## src/rtl/seq_restoring_divider.sv

```systemverilog
// Sequential restoring divider: one quotient bit per clock, MSB first, start/done handshake.
// Optional macro DIV_ZERO_FAST_EN: divide-by-zero skips the iterations and raises dbz.
module seq_restoring_divider #(
  parameter int N = 8,
  parameter int D = 4
) (
  input  logic         clk,
  input  logic         rst_n,
  input  logic         start,
  input  logic [N-1:0] dividend,
  input  logic [D-1:0] divisor,
  output logic         busy,
  output logic         done,
  output logic [N-1:0] quotient,
  output logic [D-1:0] remainder,
  output logic         dbz,
  output logic [1:0]   dbg_state
);

  localparam int CW = $clog2(N + 1);

  typedef enum logic [1:0] {
    S_IDLE = 2'd0,
    S_RUN  = 2'd1,
    S_DONE = 2'd2
  } state_t;

  // Handshake: start is only looked at in IDLE; busy is high in RUN;
  // done is a one-cycle pulse in DONE, where the result outputs first show the new values.
  state_t         r_state;
  state_t         w_next;
  logic [CW-1:0]  r_cnt;
  logic [N-1:0]   r_dvd;
  logic [D-1:0]   r_dvd_lo;
  logic [D-1:0]   r_dvs;
  logic           r_zero;
  logic [D-1:0]   r_rem;
  logic [N-1:0]   r_quo;
  logic [N-1:0]   r_q_out;
  logic [D-1:0]   r_r_out;

  logic           w_accept;
  logic           w_zero_in;
  logic           w_last;
  logic [D:0]     w_t;
  logic           w_ge;
  logic [D:0]     w_r_next;

  assign w_accept  = (r_state == S_IDLE) && start;
  assign w_zero_in = (divisor == '0);
  assign w_last    = (r_cnt == '0);

  // The partial remainder stays below the divisor, so only its low D bits are stored;
  // the trial value carries the extra top bit.
  assign w_t      = {r_rem, r_dvd[N-1]};
  assign w_ge     = (w_t >= {1'b0, r_dvs});
  assign w_r_next = w_ge ? (w_t - {1'b0, r_dvs}) : w_t;

  always_ff @(posedge clk) begin
    if (!rst_n) r_state <= S_IDLE;
    else        r_state <= w_next;
  end

  always_comb begin
    w_next = r_state;
    case (r_state)
      S_IDLE: begin
        if (start) begin
`ifdef DIV_ZERO_FAST_EN
          w_next = w_zero_in ? S_DONE : S_RUN;
`else
          w_next = S_RUN;
`endif
        end
      end
      S_RUN:   if (w_last) w_next = S_DONE;
      S_DONE:  w_next = S_IDLE;
      default: w_next = S_IDLE;
    endcase
  end

  always_ff @(posedge clk) begin
    if (!rst_n) begin
      r_cnt    <= '0;
      r_dvd    <= '0;
      r_dvd_lo <= '0;
      r_dvs    <= '0;
      r_zero   <= 1'b0;
      r_rem    <= '0;
      r_quo    <= '0;
      r_q_out  <= '0;
      r_r_out  <= '0;
    end else if (w_accept) begin
      r_dvd    <= dividend;
      r_dvd_lo <= dividend[D-1:0];
      r_dvs    <= divisor;
      r_zero   <= w_zero_in;
      r_rem    <= '0;
      r_quo    <= '0;
      r_cnt    <= CW'(N);
`ifdef DIV_ZERO_FAST_EN
      if (w_zero_in) begin
        r_q_out <= '1;
        r_r_out <= dividend[D-1:0];
      end
`endif
    end else if (r_state == S_RUN) begin
      if (!w_last) begin
        r_rem <= w_r_next[D-1:0];
        r_quo <= {r_quo[N-2:0], w_ge};
        r_dvd <= {r_dvd[N-2:0], 1'b0};
        r_cnt <= r_cnt - CW'(1);
      end else if (r_zero) begin
        // Divide-by-zero results are forced rather than taken from the iteration.
        r_q_out <= '1;
        r_r_out <= r_dvd_lo;
      end else begin
        r_q_out <= r_quo;
        r_r_out <= r_rem;
      end
    end
  end

`ifdef DIV_ZERO_FAST_EN
  logic r_dbz;
  always_ff @(posedge clk) begin
    if (!rst_n)        r_dbz <= 1'b0;
    else if (w_accept) r_dbz <= w_zero_in;
  end
  assign dbz = r_dbz && (r_state != S_RUN);
`else
  assign dbz = 1'b0;
`endif

  assign busy      = (r_state == S_RUN);
  assign done      = (r_state == S_DONE);
  assign quotient  = r_q_out;
  assign remainder = r_r_out;
  assign dbg_state = r_state;

endmodule

```

## config.mk

```make
export PLATFORM = sky130hd
export DESIGN_NAME = seq_restoring_divider
export DESIGN_NICKNAME = d
export VERILOG_FILES = /design/src/rtl/seq_restoring_divider.sv
export SDC_FILE = /design/constraint.sdc
export NUM_CORES = 1
export LEC_CHECK = 0
export ABC_AREA = 1
export BUFFER_PORTS_ARGS = -buffer_cell sky130_fd_sc_hd__buf_2
export CAP_MARGIN = 40
export CORE_MARGIN = 8
export CORE_UTILIZATION = 60
export DETAILED_ROUTE_END_ITERATION = 16
export PLACE_DENSITY = 0.83
export SETUP_SLACK_MARGIN = 0.3
export SLEW_MARGIN = 40
export SYNTH_ARGS = -nofsm -noshare
export SYNTH_HDL_FRONTEND = slang
export SYNTH_SLANG_ARGS = --single-unit
```

## constraint.sdc

```tcl
create_clock -name clk -period 4.1 [get_ports clk]
set_input_delay 0.41 -clock clk [delete_from_list [all_inputs] [get_ports clk]]
set_output_delay 0.41 -clock clk [all_outputs]
set_load 0.05 [all_outputs]
```

==> metrics.txt, run 1 <==
status finished, final reports clean; initial antenna violation count 0; Site Rows 22; drc violations 0; Logic pwr share 21.6%; Slew @ Worst Pin 603 ps; Non-Filler Instances 345; fillcell total 307; Die X 76.6 um; CTS Buf Count 5; Overflow after GRT 0; CTS Sinks 47; final setup fails 0; CTS resizes 0; Synth async-reset ratio 0%; Worst path slowest cell ha_1; Worst EP arrival 1890 ps; Max Freq 0.594 GHz; Synthesized Nets 293; initial core utilization 61.1%; sequential-to-total area share from yosys stat 42.7%; minimum clock period 1680 ps; First DRT Iteration DRCs 167; GPL Wtd Cong 0.829; max-slew violations 0; Clock Power Share 32.1%; RSZ-0062 raised after global routing false; first drt pass iteration count 4; Avg Synthesized Cell Area 8.11 um^2; vias in the first global route 1813; share of the synthesized area in the top cell type 42.7%; Tcrit/Tclk final 41.1%; post-synthesis cell type count 36; R2R setup slack 2420 ps; Top Ports 32; Final Hold Viols 0; Detail Route Antenna Nets 0; vias per cell 5.33; CTS H-tree lvls 2; max_slew headroom 59.7%; worst-path maximum fanout 5; worst skew pair latency 300 ps; number of buffers added on ports 30; Cell Area, Synth 2200 um^2; setup TNS 0 ps; met3 Track Usage GR 5.19%; Seq cells post-synth 47; P_leak 0.00106 uW; diode count 0; WL/cell 13.0 um; WL final 4.50 mm; M2 GR Usage 28.4%; crit-path most repeated cell nand2_1; Cell Int Power 751 uW; CTS root buf clkbuf_8; Post-synth EDFFs 0; chip height 76.6 um; most used flip-flop cell after synthesis dfxtp_1; clk_skew 7.28 ps; Vias 1839; CP Capture Type flop; Worst Setup Path Type reg -> reg; MaxCap Viol Count 0; maximum buffer depth of the clock tree 2; busiest grt layer met2; Syn Inst Count 272; GRT met1 Usage 18.3%; Die Footprint 5870 um^2; Sw Pwr 344 uW; data required time of the critical path 4310 ps; core area 3610 um^2; CP Buf/Inv Count 2; largest cells by area after synthesis dfxtp_1 (43%), nand2_1 (8.9%), nor2_1 (5.6%); pwr dens 448 nW/um^2; largest net degree at the start of global routing 25; Synth area leader dfxtp_1; first-pass GRT wire length 7.96 mm; final net count 317; Synth Warn # 0; Post-CTS Setup Inserts 0; layout cells sized above 1 22.6%; CTS tree done; Total GRT Usage 16.2%; Top delay family on crit path simple AND/OR/NAND/NOR gates; IR Drop Worst-Case VDD 235 uV; CTS clk-pin slew, worst paths 90 ps; Area growth, synth to finish 10.7%; placed cells 337; worst hold path type in -> reg; Sw Share 31.4%; HPWL after detailed placement 3.10 mm; CP cell instances inv_1, ha_1, a21oi_1, nand2_1, nand2_1, nand2_1, nand2_1, nand3_1, nand2_1, inv_1; Seq pwr share 46.3%; startpoint types flop; CTS Hold Buffers Added 0; CP max stage delay 340 ps
-- worst paths after layout --
| kind | cells past startpoint | endpoint | start |
|---|---|---|---|
| setup / recovery | 10 | r_rem[1] | r_dvs[2] |
| hold reg to reg | 2 | r_cnt[0] | r_cnt[0] |
| hold / removal | 3 | r_dvd_lo[0] | dividend[0] |
| setup reg to reg | 10 | r_rem[1] | r_dvs[2] |
-- sequential cells by signal, indices dropped and copies added, names as in the netlist --
signal	flops
quotient	8
r_dvd	8
r_quo	8
r_cnt	4
r_dvd_lo	4
r_dvs	4
r_rem	4
remainder	4
dbg_state	2
r_zero	1
-- synth_stat cells (5+ instances only) --
master and n:
a21oi_1 24, a31oi_2 5, dfxtp_1 47, ha_1 5
inv_1 22, nand2_1 52, nand3_1 11, nand3_2 6
nor2_1 33, nor3_1 9, o21ai_0 8, o21ai_1 8
-- through the flow --
step | setup WS, ps | area [um^2] | util (%) | hold WS [ps] | total power (uW)
2_1_floorplan | 2160 | 2200 | - | 435 | 710
3_3_place_gp | 2520 | 2320 | 64.4 | 454 | 746
3_5_place_dp | 2490 | 2320 | 64.4 | 465 | 751
4_1_cts | 2440 | 2440 | 67.7 | 365 | 1100
5_1_grt | 2260 | 2440 | 67.7 | 381 | 1140
6_report | 2420 | 2440 | 67.7 | 358 | 1090
-- cell usage in the layout, fill, tap and decap left out, types with 8 or more instances in the layout --
cell type / count
o21ai_0: 8
nand2_1: 52
nand3_1: 11
o21ai_1: 8
inv_1: 22
dfxtp_1: 47
nor2_1: 33
buf_2: 30
a21oi_1: 24
nor3_1: 9
-- power by group through the flow --
stage                     Clock [uW]  Combinational [uW]  Sequential [uW]
final                            352                 236              507
after global routing             370                 261              510
after CTS                        357                 237              506
after detailed placement           0                 234              517
after global placement             0                 230              516
after floorplan                    0                 151              559
-- layer usage --
metal	share of wire, %	wire (um)	up-vias
met2	50	2240	43
met3	5.3	237	9
li1	-	-	934
met1	44	1970	853
met5	0	0	-
met4	1.1	48	0
-- cell type report --
class	count	area (um^2)	share of cell area, %
well taps	48	60.1	2.46
clock inverters	2	35.0	1.44
flip-flops and latches	47	941	38.5
clock buffers	6	82.6	3.38
inverters	27	114	4.66
repair buffers	30	150	6.15
multi-input cells	185	1060	43.4
-- kinds of logic after synthesis --
family	synth area share [%]
buffers and inverters	9.31
other	0.170
XOR/XNOR	0.795
AND/OR/NAND/NOR	28.4
AO/OA/AOI/OAI	14.9
adder cells (fa/ha/maj)	3.75
flip-flops	42.7
-- worst min-delay path, stage by stage --
cell and delay, ps:
buf_2 80, nand3_1 90, nand2_1 60
Note: power is estimated with default switching activity, not from simulation.
==> run 2: changes to the inputs <==
--- a/config.mk
+++ b/config.mk
@@ -5,13 +5,13 @@
 export SDC_FILE = /design/constraint.sdc
 export NUM_CORES = 1
 export LEC_CHECK = 0
-export ABC_AREA = 1
+export ABC_AREA = 0
 export BUFFER_PORTS_ARGS = -buffer_cell sky130_fd_sc_hd__buf_2
 export CAP_MARGIN = 40
 export CORE_MARGIN = 8
-export CORE_UTILIZATION = 60
+export CORE_UTILIZATION = 49
 export DETAILED_ROUTE_END_ITERATION = 16
-export PLACE_DENSITY = 0.83
+export PLACE_DENSITY = 0.74
 export SETUP_SLACK_MARGIN = 0.3
 export SLEW_MARGIN = 40
 export SYNTH_ARGS = -nofsm -noshare
==> constraint.sdc (replaced) <==
create_clock -name clk -period 1.5 [get_ports clk]
set_input_delay 0.15 -clock clk [delete_from_list [all_inputs] [get_ports clk]]
set_output_delay 0.15 -clock clk [all_outputs]
set_load 0.05 [all_outputs]
==> run 2 against run 1 <==
The run now ends with setup timing left. Die area increased by 7.2%. Power rose to 3.0 times the previous value. Hold slack got worse by 280 ps. Sequential power grew to 2.8 times the previous value. Wire length rose by 1.0%. Non-clock buffer count rose by 23. Synthesized area shrank 11%. Largest cell class unchanged.
==> metrics.txt, run 2 <==
max-slew violations 0; crit-path most repeated cell a21oi_4; reg2reg path depth 7; fillcell total 341; MaxCap Viol Count 0; Synthesized Nets 248; post-synthesis cell type count 33; Seq pwr share 43.8%; sequential cell area 952 um^2; clk_skew 9.56 ps; minimum clock period 1580 ps; hold depth 3; Top delay family on crit path compound AO/OA/AOI/OAI gates; CP max stage delay 330 ps; Logic pwr share 29.9%; worst hold path type in -> reg; Site Rows 23; Max Freq 0.632 GHz; diode count 0; initial antenna violation count 0; initial core utilization 49.9%; Avg Synthesized Cell Area 8.66 um^2; setup TNS -458 ps; CTS Buf Count 5; CTS clk-pin slew, worst paths 90 ps; most frequent cell after synthesis dfxtp_1; vias in the first global route 1587; drc violations 0; layout cells sized above 1 33.1%; CTS root buf clkbuf_8; final net count 295; CP Capture Type flop; sequential-to-total area share from yosys stat 47.9%; final setup fails 11; total power 3240 uW; pwr dens 1260 nW/um^2; Sw Pwr 1080 uW; CP cell instances inv_1, ha_1, nand2b_1, a21oi_4, a21oi_4, mux2i_1, a211oi_1; IR Drop Worst-Case VDD 623 uV; Tcrit/Tclk final 106%; largest cells by area after synthesis dfxtp_1 (48%), nand2_1 (7.1%), nor2_1 (5.5%); Synth async-reset ratio 0%; WL/cell 14.0 um; pre-CTS setup slack -83.9 ps; startpoint types flop; first-pass GRT wire length 7.29 mm; Top Ports 32; Detail Route Antenna Nets 0; worst-path maximum fanout 6; Synth Warn # 0; Critical Path Stages 7; Post-synth EDFFs 0; number of buffers added on ports 30; synth cell count leaders dfxtp_1 (47), nand2_1 (37), nor2_1 (29); CTS Sinks 47; Seq cells post-synth 47; Vias 1704; share of the synthesized area in the top cell type 47.9%; Worst Setup Path Type reg -> reg; failing checks setup timing; Total GRT Usage 14.5%; CTS H-tree lvls 2; maximum buffer depth of the clock tree 2; core area 3940 um^2; Cell Area, Synth 1970 um^2; GPL Wtd Cong 0.938; chip height 79.3 um; largest net degree at the start of global routing 33; most used flip-flop cell after synthesis dfxtp_1; first drt pass iteration count 4; Multi-input gate area 1040 um^2; Cell Int Power 2150 uW; Overflow after GRT 0; P_leak 0.00103 uW; status complete, but fails checks; Final Hold Viols 0; Clock Power Share 26.4%; vias per cell 5.24; setup slack after layout -82.7 ps; Die Footprint 6290 um^2; Synth area leader dfxtp_1; RSZ-0062 raised after global routing true; First DRT Iteration DRCs 106; Worst EP arrival 1770 ps; WL final 4.54 mm; CTS tree done; HPWL after detailed placement 3.11 mm; most frequent cells in the layout dfxtp_1 (42), nand2_1 (37), buf_2 (27), nor2_1 (25); data required time of the critical path 1690 ps; Worst path slowest cell dfxtp_2; CP Buf/Inv Count 1; worst skew pair latency 300 ps; leading cell type in the layout, fill and taps excluded dfxtp_1; Die X 79.3 um; Syn Inst Count 227; Area growth, synth to finish 30.4%; Sw Share 33.5%
==> run 2: final timing paths <==
kind / start / to / slack, ps
setup / recovery: r_dvs[1] / r_rem[2] / -80
hold / removal: dividend[4] / r_dvd[4] / 80
setup reg to reg: r_dvs[1] / r_rem[2] / -80
hold reg to reg: r_quo[7] / r_quo[7] / 460
==> run 2: timing repair <==
action                     in CTS  in global routing
hold buffers                    0                  0
buffers inserted                3                  0
setup endpoints to repair      49                 48
gates resized for setup        21                 11
cloned                          0                  1
pin swaps                       3                  4
==> run 2: tightest hold or removal path: stages <==
cell and delay [ps]:
buf_2 70, a222oi_1 50, nor2_1 80
==> run 2: power groups by stage <==
stage          Clock, uW  Sequential [uW]  Combinational, uW
5_1_grt              936             1430               1050
4_1_cts              881             1420                922
2_1_floorplan          0             1610                465
3_3_place_gp           0             1440                825
3_5_place_dp           0             1440                837
6_report             854             1420                967
==> run 2: routing by layer <==
layer  track usage (%)  wire length (um)  vias up
met2              22.8              2120       47
met3              3.72               301        5
met5                 0                 0        -
li1                  -                 -      874
met1              18.3              2060      778
met4              6.11                58        0
==> run 2: kinds of logic (layout without fill, tap and decap cells) <==
family / Yosys count / count (layout) / synth area share, %
flip-flops: 47 / 47 / 47.9
AO/OA/AOI/OAI: 45 / 45 / 15.3
adder cells (fa/ha/maj): 6 / 6 / 4.20
XOR/XNOR: 3 / 3 / 1.34
multiplexers: 5 / 5 / 2.55
other: 1 / 1 / 0.191
AND/OR/NAND/NOR: 98 / 99 / 22.9
buffers and inverters: 22 / 69 / 5.60
==> run 2: per-stage QoR <==
step	hold slack (ps)	cells	utilization [%]	cell area (um^2)
after global placement	386	313	58.3	2300
after global routing	79.6	325	65.0	2560
after CTS	76.5	324	63.7	2510
final	82.7	325	65.0	2560
after floorplan	286	227	-	2020
after detailed placement	396	313	58.3	2300
==> run 2: area by class of cell <==
class	instances	area share [%]
timing repair buffer	53	14.4
sequential	47	37.2
multi-input combinational	159	40.6
clock buffer	6	3.66
inverter	8	1.17
tap	50	2.44
clock inverter	2	0.537
==> run 3: changes to the inputs <==
--- a/config.mk
+++ b/config.mk
@@ -12,6 +12,7 @@
 export CORE_UTILIZATION = 49
 export DETAILED_ROUTE_END_ITERATION = 16
 export PLACE_DENSITY = 0.74
+export REMOVE_ABC_BUFFERS = 1
 export SETUP_SLACK_MARGIN = 0.3
 export SLEW_MARGIN = 40
 export SYNTH_ARGS = -nofsm -noshare
==> run 3 against run 2 <==
The flow still finishes with violations (setup timing). Hold slack worse by 8.3 ps. Worst setup slack worse by 44 ps. Non-clock buffer count up 19. Clock power down 0.8%.
==> metrics.txt, run 3 (synthesized netlist as in run 2, its figures left out) <==
max-slew violations 0; CP cell instances inv_2, ha_4, nor3b_4, buf_4, nand2b_4, nor4_4, nor3_1, a211oi_1; reg2reg path depth 8; R2R setup slack -130 ps; MaxCap Viol Count 0; CTS root buf clkbuf_8; Vias 1869; startpoint types flop; placed cells 321; hold depth 3; pwr dens 1210 nW/um^2; final setup fails 27; Logic pwr share 35.9%; CTS clk-pin slew, worst paths 80 ps; diode count 0; hold slack 74.4 ps; CTS Hold Buffers Added 0; data required time of the critical path 1680 ps; IR Drop Worst-Case VDD 677 uV; hold path start dividend[4]; Reg-to-Reg Start r_cnt[1]; largest net degree at the start of global routing 33; Sw Pwr 1220 uW; Hold Path End r_dvd[4]; CTS Buf Count 5; Overflow after GRT 0; chip height 79.3 um; failing checks setup timing; R2R Path End r_cnt[3]; Clock Power Share 23.8%; Area growth, synth to finish 49.2%; HPWL after detailed placement 3.06 mm; most frequent cells in the layout dfxtp_1 (37), nand2_1 (33), buf_2 (27), buf_4 (26), nor2_1 (21); Die X 79.3 um; vias in the first global route 1799; Worst path slowest cell dfxtp_2; maximum buffer depth of the clock tree 2; Seq pwr share 40.3%; Site Rows 23; WL final 5.56 mm; setup slack after layout -126 ps; Tcrit/Tclk final 108%; drc violations 0; initial core utilization 49.9%; CTS Sinks 47; Worst Setup Path Type reg -> reg; worst skew pair latency 300 ps; Top delay family on crit path simple AND/OR/NAND/NOR gates; Core Util, Final 74.4%; clk_skew 4.73 ps; layout cells sized above 1 48.0%; CTS H-tree lvls 2; WL/cell 16.2 um; GPL Wtd Cong 0.839; First DRT Iteration DRCs 120; leading cell type in the layout, fill and taps excluded dfxtp_1; Final Hold Viols 0; core area 3940 um^2; Detail Route Antenna Nets 0; Total GRT Usage 16.2%; first-pass GRT wire length 8.14 mm; Cell Int Power 2330 uW; Worst EP arrival 1810 ps; RSZ-0062 raised after global routing true; P_leak 0.00118 uW; vias per cell 5.43; worst-path maximum fanout 4; Max Freq 0.615 GHz; number of buffers added on ports 30; initial antenna violation count 0; Top Ports 32; CTS tree done; worst hold path type in -> reg; first drt pass iteration count 4; status complete, but fails checks; final net count 314; CP Capture Type flop; Non-Filler Instances 344; Sw Share 34.4%; CP max stage delay 330 ps; minimum clock period 1630 ps; CP Buf/Inv Count 2; Die Footprint 6290 um^2
[run 3: tightest hold or removal path: cells and delay by family]
family                 cells  cell delay, ps
and+or+nand+nor            1              80
buffers and inverters      1              70
AOI/OAI and AO/OA          1              50
[run 3: per-layer routing]
layer / vias to the layer above / GRT usage (%) / part of all wire [%]
li1: 910 / - / -
met1: 886 / 18.7 / 44
met2: 58 / 27.3 / 48
met3: 15 / 3.27 / 5.4
met4: 0 / 9.07 / 2.9
met5: - / 0 / 0
[run 3: metrics by stage]
step           power [uW]  cell area (um^2)  TNS [ps]  setup slack [ps]
6_report             3560              2930     -1510              -126
5_1_grt              3710              2930     -4210              -199
4_1_cts              3360              2700      -199             -73.2
3_5_place_dp         2320              2320     -1250              -151
3_3_place_gp         2310              2320      -750              -105
2_1_floorplan        2010              1890    -27080             -1160
[run 3: how the worst max path moves through the flow]
| stage | startpoint | end | slack, ps | depth (start not counted) |
|---|---|---|---|---|
| after detailed placement | r_cnt[0] | r_dvd[5] | -150 | 6 |
| after global placement | r_cnt[0] | r_rem[0] | -110 | 8 |
| after global routing | r_cnt[1] | r_quo[2] | -200 | 8 |
| after CTS | r_cnt[0] | r_dvd[5] | -70 | 6 |
| after floorplan | dbg_state[0] | r_rem[0] | -1160 | 5 |
| final | r_cnt[1] | r_cnt[3] | -130 | 8 |
[run 3: repair_timing]
action / CTS / global route
buffers inserted: 5 / 8
setup endpoints to repair: 51 / 49
cloned: 1 / 1
resized for setup: 58 / 36
pin swaps: 16 / 19
[run 3: layout make-up]
class,instances,area (um^2)
Inverter,8,30.0
Tap cell,50,62.6
Multi-Input combinational cell,159,1220
Clock buffer,7,96.3
Timing Repair Buffer,72,562
Clock inverter,1,7.51
Fill cell,265,1010
Sequential cell,47,956
[run 3: power groups by stage]
stage	clock network [uW]	registers, uW	logic, uW
6_report	847	1430	1280
5_1_grt	904	1440	1360
4_1_cts	866	1420	1070
3_5_place_dp	0	1440	879
3_3_place_gp	0	1440	870
2_1_floorplan	0	1610	397
